===== src/rtl/branch_pkg.sv =====
// Shared definitions for the ID-stage branch resolution logic: opcode encodings,
// opcode classification and the 2-bit BHT counter behaviour.
package branch_pkg;

  localparam logic [3:0] BR_BEQ  = 4'b0111;
  localparam logic [3:0] BR_BNE  = 4'b1000;
  localparam logic [3:0] BR_BLT  = 4'b1001;
  localparam logic [3:0] BR_BGE  = 4'b1010;
  localparam logic [3:0] BR_BLTU = 4'b1011;
  localparam logic [3:0] BR_BGEU = 4'b1100;

  // Weakly not-taken: the first taken outcome flips the prediction.
  localparam logic [1:0] BHT_RESET = 2'b01;

  typedef enum logic [2:0] {
    CondNone,
    CondEq,
    CondNe,
    CondLt,
    CondGe,
    CondLtu,
    CondGeu
  } cond_kind_e;

  // Map an opcode onto the comparison it requests; non-branches give CondNone.
  function automatic cond_kind_e cond_kind(input logic [3:0] op);
    cond_kind_e kind;
    kind = CondNone;
    case (op)
      BR_BEQ:  kind = CondEq;
      BR_BNE:  kind = CondNe;
      BR_BLT:  kind = CondLt;
      BR_BGE:  kind = CondGe;
      BR_BLTU: kind = CondLtu;
      BR_BGEU: kind = CondGeu;
      default: kind = CondNone;
    endcase
    return kind;
  endfunction

  function automatic logic is_branch(input logic [3:0] op);
    return cond_kind(op) != CondNone;
  endfunction

  // 2-bit saturating counter step.
  function automatic logic [1:0] bht_next(input logic [1:0] ctr, input logic taken);
    logic [1:0] nxt;
    nxt = ctr;
    if (taken) begin
      if (ctr != 2'b11) nxt = ctr + 2'b01;
    end else begin
      if (ctr != 2'b00) nxt = ctr - 2'b01;
    end
    return nxt;
  endfunction

endpackage


===== src/rtl/branch_cond.sv =====
// Combinational branch condition evaluation on full-width forwarded operands.
module branch_cond
  import branch_pkg::*;
#(
  parameter int unsigned DATA_W = 32
) (
  input  logic [3:0]        operation_i,
  input  logic [DATA_W-1:0] data1_i,
  input  logic [DATA_W-1:0] data2_i,
  output logic              cond_o
);

  logic       eq;
  logic       lt_s;
  logic       lt_u;
  cond_kind_e kind;

  assign eq   = (data1_i == data2_i);
  assign lt_s = ($signed(data1_i) < $signed(data2_i));
  assign lt_u = (data1_i < data2_i);
  assign kind = cond_kind(operation_i);

  // Select the requested comparison; non-branch opcodes resolve as not taken.
  always_comb begin
    cond_o = 1'b0;
    unique case (kind)
      CondEq:  cond_o = eq;
      CondNe:  cond_o = ~eq;
      CondLt:  cond_o = lt_s;
      CondGe:  cond_o = ~lt_s;
      CondLtu: cond_o = lt_u;
      CondGeu: cond_o = ~lt_u;
      default: cond_o = 1'b0;
    endcase
  end

endmodule


===== src/rtl/branch_resolve_unit.sv =====
// ID-stage branch resolution: evaluates the branch condition, stalls on unready
// operands, trains the BHT read by IF and reports mispredicts and statistics.
module branch_resolve_unit
  import branch_pkg::*;
#(
  parameter int unsigned DATA_W    = 32,
  parameter int unsigned PC_W      = 32,
  parameter int unsigned BHT_DEPTH = 16,
  parameter int unsigned CNT_W     = 16
) (
  input  logic              clk_i,
  input  logic              rst_i,
  input  logic [PC_W-1:0]   if_pc_i,
  output logic              pred_taken_o,
  input  logic              valid_i,
  input  logic [3:0]        operation_i,
  input  logic [PC_W-1:0]   pc_i,
  input  logic              pred_i,
  input  logic [DATA_W-1:0] data1_i,
  input  logic [DATA_W-1:0] data2_i,
  input  logic              operands_ready_i,
  output logic              stall_o,
  output logic              taken_o,
  output logic              flush_o,
  output logic [CNT_W-1:0]  branch_cnt_o,
  output logic [CNT_W-1:0]  mispredict_cnt_o
);

  localparam int unsigned IdxW = $clog2(BHT_DEPTH);

  logic             is_br;
  logic             accept;
  logic             cond;
  logic             mispredict;
  logic [IdxW-1:0]  upd_idx;
  logic [IdxW-1:0]  lkp_idx;

  logic [1:0]       bht_q [BHT_DEPTH];
  logic             taken_q,  taken_d;
  logic             flush_q,  flush_d;
  logic [CNT_W-1:0] branch_cnt_q, branch_cnt_d;
  logic [CNT_W-1:0] misp_cnt_q,   misp_cnt_d;

  // Word-aligned PCs: the two low bits and the bits above the index never select an entry.
  logic unused_pc_bits;
  assign unused_pc_bits = ^{pc_i[PC_W-1:IdxW+2], pc_i[1:0],
                            if_pc_i[PC_W-1:IdxW+2], if_pc_i[1:0]};

  branch_cond #(
    .DATA_W(DATA_W)
  ) u_branch_cond (
    .operation_i(operation_i),
    .data1_i    (data1_i),
    .data2_i    (data2_i),
    .cond_o     (cond)
  );

  assign is_br      = valid_i && is_branch(operation_i);
  assign stall_o    = is_br && !operands_ready_i;
  assign accept     = is_br && operands_ready_i;
  assign mispredict = accept && (cond != pred_i);

  assign upd_idx = pc_i[IdxW+1:2];
  assign lkp_idx = if_pc_i[IdxW+1:2];

  // Lookup reads the registered entry, so a same-cycle update is not yet visible.
  assign pred_taken_o = bht_q[lkp_idx][1];

  // Next-state for the registered result and the saturating statistics counters.
  always_comb begin
    taken_d      = accept && cond;
    flush_d      = mispredict;
    branch_cnt_d = branch_cnt_q;
    misp_cnt_d   = misp_cnt_q;
    if (accept && (branch_cnt_q != {CNT_W{1'b1}})) begin
      branch_cnt_d = branch_cnt_q + CNT_W'(1);
    end
    if (mispredict && (misp_cnt_q != {CNT_W{1'b1}})) begin
      misp_cnt_d = misp_cnt_q + CNT_W'(1);
    end
  end

  // Result and counter registers; reset discards any pending result.
  always_ff @(posedge clk_i or posedge rst_i) begin
    if (rst_i) begin
      taken_q      <= 1'b0;
      flush_q      <= 1'b0;
      branch_cnt_q <= '0;
      misp_cnt_q   <= '0;
    end else begin
      taken_q      <= taken_d;
      flush_q      <= flush_d;
      branch_cnt_q <= branch_cnt_d;
      misp_cnt_q   <= misp_cnt_d;
    end
  end

  // BHT training: only the resolved branch's entry moves, and only on accept.
  always_ff @(posedge clk_i or posedge rst_i) begin
    if (rst_i) begin
      for (int i = 0; i < BHT_DEPTH; i++) begin
        bht_q[i] <= BHT_RESET;
      end
    end else if (accept) begin
      bht_q[upd_idx] <= bht_next(bht_q[upd_idx], cond);
    end
  end

  assign taken_o          = taken_q;
  assign flush_o          = flush_q;
  assign branch_cnt_o     = branch_cnt_q;
  assign mispredict_cnt_o = misp_cnt_q;

endmodule

===== config.mk =====
export PLATFORM = sky130hd
export DESIGN_NAME = branch_resolve_unit
export DESIGN_NICKNAME = d
export VERILOG_FILES = /design/src/rtl/branch_pkg.sv /design/src/rtl/branch_cond.sv /design/src/rtl/branch_resolve_unit.sv
export SDC_FILE = /design/constraint.sdc
export NUM_CORES = 1
export LEC_CHECK = 0
export ABC_AREA = 1
export CORE_MARGIN = 2
export CORE_UTILIZATION = 45
export CTS_CLUSTER_SIZE = 16
export DETAILED_ROUTE_END_ITERATION = 7
export GPL_TIMING_DRIVEN = 0
export PLACE_DENSITY = 0.84
export SLEW_MARGIN = 25
export SYNTH_ARGS = -nofsm -noshare
export SYNTH_HDL_FRONTEND = slang
export SYNTH_SLANG_ARGS = --single-unit

===== constraint.sdc =====
create_clock -name clk_i -period 3.9 [get_ports clk_i]
set_clock_uncertainty 0.1 [all_clocks]
set_input_delay 0.78 -clock clk_i [delete_from_list [all_inputs] [get_ports clk_i]]
set_output_delay 0.78 -clock clk_i [all_outputs]
set_load 0.01 [all_outputs]

==> flow_metrics.py, run 1 <==
metrics = {
    "run_status": {
        "status": "completed",
    },
    "layout": {
        "n_fill_cell": 913,
        "layout_commonest_cell": "nand2_1",
        "final_cell_mix": "135 x nand2_1, 116 x clkdlybuf4s50_1, 103 x inv_1, 50 x dfrtp_1, 37 x o21ai_0",
        "register_area_um2": 1670,
        "diodes": 0,
        "final_util_pct": 61.0,
        "num-nets-final": 910,
        "area_delta_synth_final_pct": 32.7,
        "drive_above_1_share_pct": 11.0,
        "multiInputGateArea_um2": 2520,
    },
    "power": {
        "power_frac_clock_pct": 26.5,
        "p_comb_share_pct": 29.6,
        "ir_worst_vdd_mv": 0.223,
        "p_switching_mw": 0.659,
        "swShare_pct": 31.8,
        "p_leak_nw": 3.00,
        "p_per_area_nw_per_um2": 332,
        "intPower_mw": 1.42,
        "p_seq_share_pct": 43.9,
    },
    "logic_synthesis": {
        "syn_inst": 611,
        "synth.largest_area_cell": "dfrtp_1",
        "yosysTopAreaCellShare_pct": 26.6,
        "syn_nets": 782,
        "yosys-top-cells-area": "dfrtp_1 27%, nand2_1 11%, ha_1 9.0%",
        "yosysWarnings": 0,
        "synth_cell_types": 42,
        "synth_area_um2": 4700,
        "seq_area_frac_synth_pct": 35.5,
        "postSynthRegisterBits": 66,
        "syn_avg_cell_area_um2": 7.70,
    },
    "floorplanning": {
        "die_x_um": 106,
        "die_h_um": 106,
        "core_area_um2": 10200,
        "fp-row-count": 37,
        "io_pins": 173,
        "dieArea_um2": 11300,
        "start_util_pct": 46.0,
    },
    "critical_path": {
        "worstPathRequired_ns": 3.02,
        "crit_type": "input port to output port",
        "start_kind": "input port",
        "ff2ff_path_depth": 12,
        "cp_data_arrival_time_ns": 2.81,
        "critPathMaxFanout": 10,
        "endpoint_kind": "output port",
    },
    "timing": {
        "setup-tns-final_ns": 0,
        "fmax_mhz": 271,
        "drv_slew": 0,
        "min_period_over_period_pct": 94.6,
        "fin_crit_ns": 3.69,
        "rsz0062_at_grt": "no",
        "tightest_slew_ns": 0.590,
        "slew_headroom_pct": 60.3,
        "setup_viol": 0,
        "final_hold_viol_count": 0,
    },
    "place": {
        "gp_congestion": 0.899,
        "dp_hpwl_mm": 9.32,
        "port_buffers": 116,
    },
    "detailed_routing": {
        "vias": 4451,
        "vias_per_cell": 5.06,
        "drc": 0,
        "wl_per_cell_um": 13.4,
        "antenna_left": 0,
        "drt-initial-drc-count": 199,
        "drt_wl_total_mm": 11.8,
        "first_pass_iters": 4,
    },
    "global_routing": {
        "grt_pass1_wl_mm": 19.9,
        "grt_max_degree": 57,
        "grt_antenna_before_repair": 0,
        "track_usage_pct": 21.7,
        "grt_overflow": 0,
        "first_global_vias": 4547,
    },
    "cts": {
        "clock_latency_ns": 0.35,
        "htree_levels": 3,
        "root_buffer": "clkbuf_8",
        "postCtsSetupBuffers": 0,
        "cts_tree": "done",
        "numCtsBuffers": 9,
        "hold_buffers": 0,
        "clk_pin_slew_worst_paths_ns": 0.06,
        "cts_max_path_buffers": 2,
        "cts_resized": 0,
        "cts.sinks": 66,
    },
    "worst_hold_path": {
        "hold_class": "register to register",
        "min_path_cells": 2,
    },
    "flow_run": {
        "drv_cap": 0,
    },
}
[layout make-up]
class / instances / share of cell area, %
Clock inverter: 3 / 0.641
Tap cell: 136 / 2.72
Buffer: 10 / 1.28
Timing Repair Buffer: 117 / 19.0
Multi-Input combinational cell: 423 / 40.3
Clock buffer: 13 / 2.22
Sequential cell: 66 / 26.8
Inverter: 112 / 7.03
[power by group through the flow]
stage	sequential (mW)	clock [mW]	combinational, mW
detailed placement	0.919	0	0.618
global placement	0.913	0	0.583
CTS	0.909	0.561	0.620
finish	0.910	0.550	0.615
global route	0.923	0.587	0.689
floorplan	0.919	0	0.330
[synthesized netlist by cell type, drive strengths merged]
master	number
nand2	145
inv	110
o21ai	55
dfrtp	50
nor2	44
nand3	35
ha	34
a21oi	22
xor2	19
nand4	17
dfstp	16
nor3	16
o22ai	16
xnor2	9
buf	5
clkbuf	5
nor4	4
o21a	2
o31ai	2
a21o	1
bufinv	1
clkinv	1
nor3b	1
o221ai	1
[worst max-delay path, cell delays in order]
cell and delay, ns:
clkdlybuf4s50_1 0.60, clkbuf_1 0.32, o21ai_0 0.15, a21oi_1 0.15
o221ai_1 0.15, o31ai_1 0.09, clkdlybuf4s50_1 0.57
[sequential cells by signal (all words and copies together), names as in the netlist]
register,count
branch_cnt_o,16
flush_o,1
bht_q,32
mispredict_cnt_o,16
taken_o,1
[cells by family (layout without fill, tap and decap cells)]
| group | after synthesis | count (layout) | synth area share, % |
|---|---|---|---|
| AOI/OAI and AO/OA | 99 | 99 | 11.5 |
| xor gates and xnor gates | 28 | 28 | 5.21 |
| DFF | 66 | 66 | 35.5 |
| and+or+nand+nor | 262 | 262 | 27.7 |
| adders and majority gates | 34 | 34 | 9.04 |
| buffers and inverters | 122 | 255 | 11.0 |
[path summary, 6_finish.rpt]
kind / slack (ns) / to / start
min: 0.40 / bht_q[14] / bht_q[14]
min in group asynchronous: 0.59 / branch_cnt_o[14] / rst_i
min reg2reg: 0.40 / bht_q[14] / bht_q[14]
max: 0.21 / pred_taken_o / if_pc_i[2]
max reg2reg: 1.60 / branch_cnt_o[14] / branch_cnt_o[0]
max in group asynchronous: 2.55 / bht_q[22] / rst_i
[per-layer routing]
metal | wire [um] | vias to the layer above | track usage, %
li1 | - | 2235 | -
met1 | 4960 | 2073 | 25.6
met2 | 6020 | 122 | 40.0
met3 | 573 | 21 | 4.29
met4 | 227 | 0 | 6.11
met5 | 0 | - | 0
[per-stage QoR]
step	std cells	setup WS (ns)	instance area (um^2)	total power, mW	hold WS, ns
6_report	880	0.210	6240	2.07	0.398
2_1_floorplan	611	1.17	4700	1.25	0.361
3_5_place_dp	864	0.234	6070	1.54	0.384
4_1_cts	880	0.225	6240	2.09	0.395
3_3_place_gp	863	0.296	6040	1.50	0.378
5_1_grt	880	0.0648	6240	2.20	0.415
(Power assumes the default switching activity.)
==> run 2: changes to the inputs <==
--- a/config.mk
+++ b/config.mk
@@ -6,7 +6,6 @@
 export NUM_CORES = 1
 export LEC_CHECK = 0
 export ABC_AREA = 1
-export CORE_MARGIN = 2
 export CORE_UTILIZATION = 45
 export CTS_CLUSTER_SIZE = 16
 export DETAILED_ROUTE_END_ITERATION = 7
==> flow_metrics.py, run 2 (synthesis results as in run 1) <==
metrics = {
    "critical_path": {
        "cp_data_arrival_time_ns": 2.78,
        "ff2ff_path_depth": 12,
        "endpoint_kind": "output port",
        "critPathMaxFanout": 10,
        "crit_type": "input port to output port",
        "r2r-end": "branch_cnt_o[14]",
        "worstPathRequired_ns": 3.02,
        "rrSetupSlack_ns": 1.60,
        "start_kind": "input port",
        "crit-reg2reg-launch": "branch_cnt_o[0]",
    },
    "power": {
        "ir_worst_vdd_mv": 0.316,
        "p_leak_nw": 3.00,
        "p_per_area_nw_per_um2": 331,
    },
    "worst_hold_path": {
        "min-delay-start": "branch_cnt_o[15]",
        "hold_class": "register to register",
        "hold_end": "branch_cnt_o[15]",
        "min_path_cells": 1,
    },
    "cts": {
        "root_buffer": "clkbuf_8",
        "htree_levels": 3,
        "hold_buffers": 0,
        "clk_pin_slew_worst_paths_ns": 0.07,
        "cts_tree": "done",
        "clock_latency_ns": 0.33,
        "cts_max_path_buffers": 2,
        "postCtsSetupBuffers": 0,
        "cts_resized": 0,
        "cts.sinks": 66,
        "numCtsBuffers": 9,
    },
    "timing": {
        "min_period_over_period_pct": 94.0,
        "fmax_mhz": 273,
        "setup_viol": 0,
        "fin_crit_ns": 3.66,
        "drv_slew": 0,
        "rsz0062_at_grt": "no",
        "final_hold_viol_count": 0,
        "slew_headroom_pct": 56.9,
        "tightest_slew_ns": 0.640,
        "setup-tns-final_ns": 0,
    },
    "floorplanning": {
        "fp-row-count": 36,
        "start_util_pct": 47.3,
        "die_h_um": 104,
        "io_pins": 173,
        "die_x_um": 104,
        "dieArea_um2": 10900,
        "core_area_um2": 9950,
    },
    "detailed_routing": {
        "antenna_left": 0,
        "drt_wl_total_mm": 11.6,
        "first_pass_iters": 5,
        "drt-initial-drc-count": 202,
        "vias": 4472,
        "vias_per_cell": 5.10,
        "drc": 0,
        "wl_per_cell_um": 13.2,
    },
    "place": {
        "dpl.cell_count": 861,
        "gp_congestion": 0.930,
        "dp_hpwl_mm": 9.24,
        "port_buffers": 116,
    },
    "flow_run": {
        "drv_cap": 0,
    },
    "layout": {
        "drive_above_1_share_pct": 11.6,
        "layout_commonest_cell": "nand2_1",
        "max_flop_register": "bht_q",
        "diodes": 0,
        "num-nets-final": 910,
        "area_delta_synth_final_pct": 32.7,
        "final_cell_mix": "135 x nand2_1, 116 x clkdlybuf4s50_1, 103 x inv_1, 50 x dfrtp_1, 37 x o21ai_0",
        "stdcell_count": 877,
        "largest_reg_flops": 32,
    },
    "global_routing": {
        "grt_pass1_wl_mm": 20.0,
        "track_usage_pct": 22.3,
        "grt_overflow": 0,
        "grt_max_degree": 40,
        "grt_antenna_before_repair": 0,
        "first_global_vias": 4560,
    },
    "run_status": {
        "status": "completed",
    },
}
-- run 2: cell count changes in the layout (fill, tap and decap cells not counted) --
cell | before | now
clkbuf_1 | 9 | 5
clkbuf_8 | 9 | 12
clkinvlp_4 | 0 | 2
buf_12 | 1 | 2
buf_16 | 1 | 0
bufinv_16 | 1 | 0
-- run 2: per-stage QoR --
step	setup WS, ns	power (mW)	instance area, um^2	hold WS [ns]	util, %
4_1_cts	0.259	2.08	6240	0.392	62.7
3_5_place_dp	0.267	1.54	6050	0.379	60.8
2_1_floorplan	1.17	1.25	4700	0.361	-
3_3_place_gp	0.300	1.50	6030	0.377	60.6
6_report	0.235	2.06	6240	0.388	62.7
5_1_grt	0.0631	2.20	6240	0.398	62.7
-- run 2: cell type report --
type | count | area [um^2]
plain buffers | 10 | 80.1
clock buffers | 12 | 165
clock inverters | 4 | 25.0
fillers | 844 | 3710
inverters | 112 | 439
multi-input cells | 423 | 2520
flip-flops and latches | 66 | 1670
well taps | 133 | 166
repair buffers | 117 | 1180
-- run 2: critical path: stages --
cell and delay [ns]:
clkdlybuf4s50_1 0.60, clkbuf_1 0.32, o21ai_0 0.12, o21ai_0 0.17
o221ai_1 0.14, o31ai_1 0.09, clkdlybuf4s50_1 0.57
-- run 2: how the worst max path moves through the flow --
stage                 from                   to  slack, ns  cells after the start
6_report        if_pc_i[2]         pred_taken_o       0.24                      7
5_1_grt         if_pc_i[2]         pred_taken_o       0.06                      7
4_1_cts         if_pc_i[2]         pred_taken_o       0.26                      7
3_5_place_dp    if_pc_i[2]         pred_taken_o       0.27                      7
3_3_place_gp         rst_i  mispredict_cnt_o[9]       0.30                      2
2_1_floorplan  data2_i[31]  mispredict_cnt_o[5]       1.17                     16
-- run 2: routing by layer --
| layer | GRT usage [%] | wire length [um] | vias up |
|---|---|---|---|
| met5 | 0 | 0 | - |
| met4 | 7.14 | 191 | 0 |
| met3 | 4.39 | 587 | 23 |
| met2 | 40.9 | 6070 | 139 |
| met1 | 25.8 | 4750 | 2070 |
| li1 | - | - | 2240 |
-- run 2: where the power goes --
group	leakage, nW	internal, mW	switching, mW	total (mW)
Combinational	2.12	0.299	0.317	0.616
Sequential	0.784	0.821	0.0910	0.912
Clock	0.0944	0.281	0.256	0.536
